==> src/rtl/sap_1_fetch_unit.sv <==
// SAP-1 instruction fetch initiator: ROM address/CE driver, PC, HLT stop.
// Optional PC load (jump) support is enabled by defining SAP_1_FETCH_JUMP_EN.
module sap_1_fetch_unit #(
    parameter int ADDR_WIDTH   = 4,
    parameter int DATA_WIDTH   = 8,
    parameter int OPCODE_WIDTH = 4,
    parameter logic [OPCODE_WIDTH-1:0] HLT_OPCODE = {OPCODE_WIDTH{1'b1}}
) (
    input  logic                           Clk,
    input  logic                           CLRbar,
    input  logic                           run,
    input  logic [DATA_WIDTH-1:0]          instruction_in,
    output logic [ADDR_WIDTH-1:0]          address_out,
    output logic                           CEbar,
    output logic [OPCODE_WIDTH-1:0]        opcode,
    output logic [DATA_WIDTH-OPCODE_WIDTH-1:0] operand,
    output logic                           instr_valid,
    input  logic                           instr_ack,
`ifdef SAP_1_FETCH_JUMP_EN
    input  logic                           pc_load,
    input  logic [ADDR_WIDTH-1:0]          pc_load_value,
`endif
    output logic [ADDR_WIDTH-1:0]          pc,
    output logic                           halted
);

    typedef enum logic [2:0] {
        IDLE,
        ADDR,
        READ,
        HOLD,
        HALT
    } state_t;

    state_t                  state;
    state_t                  state_next;
    logic [ADDR_WIDTH-1:0]   pc_next;
    logic                    load_en;
    logic [ADDR_WIDTH-1:0]   load_value;

`ifdef SAP_1_FETCH_JUMP_EN
    assign load_en    = pc_load;
    assign load_value = pc_load_value;
`else
    assign load_en    = 1'b0;
    assign load_value = '0;
`endif

    always_ff @(posedge Clk) begin
        if (!CLRbar) begin
            state <= IDLE;
        end else begin
            state <= state_next;
        end
    end

    always_comb begin
        state_next = state;
        pc_next    = pc;
        unique case (state)
            IDLE: begin
                if (load_en) begin
                    pc_next = load_value;
                end
                if (run) begin
                    state_next = ADDR;
                end
            end
            ADDR: begin
                state_next = READ;
            end
            READ: begin
                pc_next    = pc + ADDR_WIDTH'(1);
                state_next = HOLD;
            end
            HOLD: begin
                if (instr_ack) begin
                    if (opcode == HLT_OPCODE) begin
                        state_next = HALT;
                    end else begin
                        // A jump overrides the increment taken in READ.
                        if (load_en) begin
                            pc_next = load_value;
                        end
                        state_next = run ? ADDR : IDLE;
                    end
                end
            end
            HALT: begin
                state_next = HALT;
            end
            default: begin
                state_next = IDLE;
            end
        endcase
    end

    // Outputs are registered from the next state so they align with it.
    always_ff @(posedge Clk) begin
        if (!CLRbar) begin
            pc          <= '0;
            address_out <= '0;
            CEbar       <= 1'b1;
            opcode      <= '0;
            operand     <= '0;
            instr_valid <= 1'b0;
            halted      <= 1'b0;
        end else begin
            pc          <= pc_next;
            CEbar       <= (state_next != READ);
            instr_valid <= (state_next == HOLD);
            halted      <= (state_next == HALT);
            if (state_next == ADDR) begin
                address_out <= pc_next;
            end
            if (state == READ) begin
                {opcode, operand} <= instruction_in;
            end
        end
    end

endmodule

==> config.mk <==
export PLATFORM = sky130hd
export DESIGN_NAME = sap_1_fetch_unit
export DESIGN_NICKNAME = d
export VERILOG_FILES = /design/src/rtl/sap_1_fetch_unit.sv
export SDC_FILE = /design/constraint.sdc
export NUM_CORES = 1
export LEC_CHECK = 0
export ABC_AREA = 1
export CAP_MARGIN = 20
export CORE_MARGIN = 1.5
export CORE_UTILIZATION = 53
export CTS_CLUSTER_DIAMETER = 120
export DETAILED_ROUTE_END_ITERATION = 10
export DONT_BUFFER_PORTS = 1
export PLACE_DENSITY = 0.79
export SLEW_MARGIN = 20
export SYNTH_ARGS = -nofsm -noshare
export SYNTH_HDL_FRONTEND = slang
export SYNTH_SLANG_ARGS = --single-unit
==> constraint.sdc <==
create_clock -name Clk -period 1.2 [get_ports Clk]
set_input_delay 0 -clock Clk [delete_from_list [all_inputs] [get_ports Clk]]
set_output_delay 0 -clock Clk [all_outputs]
set_load 0.005 [all_outputs]
==> run metrics <==
Core Area 0.00152 sq mm; post-DR wirelength/cell 12.5 microns; HP Class in2reg; Syn Inst Count 110; Ports 31; Crit. End Element flip-flop; detailed router's first-iteration violation count 24; Max Slew Vio Count 0; GR Util All Layers 19.3%; failing checks hold timing, setup timing; GPL Wtd Cong 0.810; most frequent cells in the layout nor2_1, dfxtp_1, nand2_1; Internal Pwr Total 1.03 mW; Fmax 0.828 GHz; final clock period utilization by the worst path 101%; WP data arrival 1.40 ns; Slew @ Worst Pin 0.323 ns; Clock Sink Count 22; Distinct cells, synth 22; Rows 14; setup slack after layout -0.00744 ns; Final Skew 0.00314 ns; clock tree from TritonCTS yes; vias in the first global route 664; # DRC 0; Startpoint Class flip-flop; H-Tree Level Count 1; layout cells sized above 1 25.4%; largest net degree at the start of global routing 14; routed vias 723; Period minus WS final 1.21 ns; GRT overflow 0; Final ANT Viol Nets 0; Worst Setup Path Type reg2reg; Cell Area, Synth 875 sq um; IO buf count 0; starting density of the core 57.4%; Reg clk slew, reported paths 0.10 ns; Fillers 128; Die Wd 43.6 microns; sw frac 26.8%; WL final 1.73 mm; Max Fanout on Critical Path 2; pre-CTS setup slack -0.0366 ns; Slew HR 78.4%; Net count, final 137; Die Area 0.00190 sq mm; n_diodes 0; Initial DRT Pass Iterations 4; Ys Warns 0; Synthesized Nets 123; first-pass GRT wire length 2.77 mm; clk buf depth 2; Gate power share 18.9%; Layout area overhead 15.5%; Worst IR Drop VDD 0.000681 V; Leakage 0.428 nW; sequential power share 59.6%; Yosys reg bits 22; cts hold-fix bufs 1; pwr dens 1390 mW/mm^2; final hold vios 12; routed vias/inst 5.24; CP required 1.40 ns; status complete, but fails checks; CTS Root Cell clkbuf_4; Sw Pwr 0.377 mW; post-route cell area 0.00101 sq mm; Hold Slack -0.184 ns; max_cap viols 0; sequential-to-total area share from yosys stat 50.4%; clock share of power 21.6%; chip height 43.6 microns; Core Util, Final 66.3%; commonest non-fill, non-tap cell in the layout nor2_1; RSZ-0062 raised after global routing yes; antenna violations before repair 0; final setup fails 1; Mean Syn Cell Area 7.95 sq um; total CTS buffers 3; clk_lat worst skew 0.29 ns; Cell Area, Placed 928 sq um; total power 1.41 mW; DP HPWL 1.27 mm
-- layout make-up --
cell class	count	area, sq um	area share (%)
Multi-Input combinational cell	79	399	39.5
Clock buffer	3	22.5	2.23
Sequential cell	22	450	44.6
Inverter	6	25.0	2.48
Tap cell	16	20.0	1.98
Timing Repair Buffer	12	92.6	9.17
-- through the flow --
stage,std cells,setup TNS (ns)
after floorplan,110,0
after global placement,132,0
after detailed placement,132,-0.0366
after CTS,136,0
after global routing,138,-0.248
final,138,-0.00744
-- synth_stat cells, drive strengths merged --
cell	n	share of area (%)
o21ai	13	7.9
nand3	6	4.6
and3	1	0.72
nor2	32	14
xor2	1	1.0
ha	1	1.4
a21oi	4	2.3
or2	1	0.72
dfxtp	22	50
o31ai	1	0.86
nor3	1	0.57
xnor2	1	1.0
nand2	17	8.2
clkinv	1	0.43
buf	3	3.9
inv	5	2.1
-- power by group through the flow --
stage / clock network [mW] / registers, mW / logic, mW
2_1_floorplan: 0 / 0.850 / 0.172
3_3_place_gp: 0 / 0.847 / 0.228
3_5_place_dp: 0 / 0.849 / 0.238
4_1_cts: 0.324 / 0.836 / 0.246
5_1_grt: 0.356 / 0.845 / 0.299
6_report: 0.303 / 0.837 / 0.265
-- path summary, 6_finish.rpt --
path / to / startpoint / cells past startpoint / slack [ns]
worst min register to register: operand[2] / operand[2] / 2 / 0.51
worst max-delay path: address_out[1] / pc[0] / 6 / -0.007
worst max register to register: address_out[1] / pc[0] / 6 / -0.007
worst min-delay path: address_out[2] / CLRbar / 2 / -0.18
-- metal layers --
metal | track usage (%) | share of wire (%) | vias to the layer above
li1 | - | - | 377
met1 | 23.7 | 41 | 314
met2 | 31.5 | 51 | 32
met3 | 6.25 | 7.8 | 0
met4 | 7.27 | 0 | 0
met5 | 0 | 0 | -
-- worst max-delay path, stage by stage, from the launching register on --
cell and delay, ns:
dfxtp_2 0.34, ha_1 0.28, or2_1 0.24, o21ai_2 0.07, nand3_1 0.09, nand2_1 0.07, nor2_1 0.04
-- cell families (layout without fill, tap and decap cells) --
family          count (synthesis)  after routing  synth area share (%)
simple gates                   58             58                  28.8
flops                          22             22                  50.4
compound gates                 18             18                  11.0
buf+inv                         9             21                  6.44
xor+xnor                        2              2                  2.00
fa+ha+maj                       1              1                  1.43
-- registers in the layout (all words and copies together), names as in the netlist --
register / flops
address_out: 4
state: 3
opcode: 4
instr_valid: 1
halted: 1
operand: 4
pc: 4
CEbar: 1
-- repair_timing --
action | CTS | global route
hold endpoints to repair | 21 | 12
pin swaps | 2 | 2
buffers inserted | 0 | 2
gates resized for setup | 5 | 10
setup endpoints to repair | 1 | 9
No activity file was read; power rests on OpenSTA's default activity.
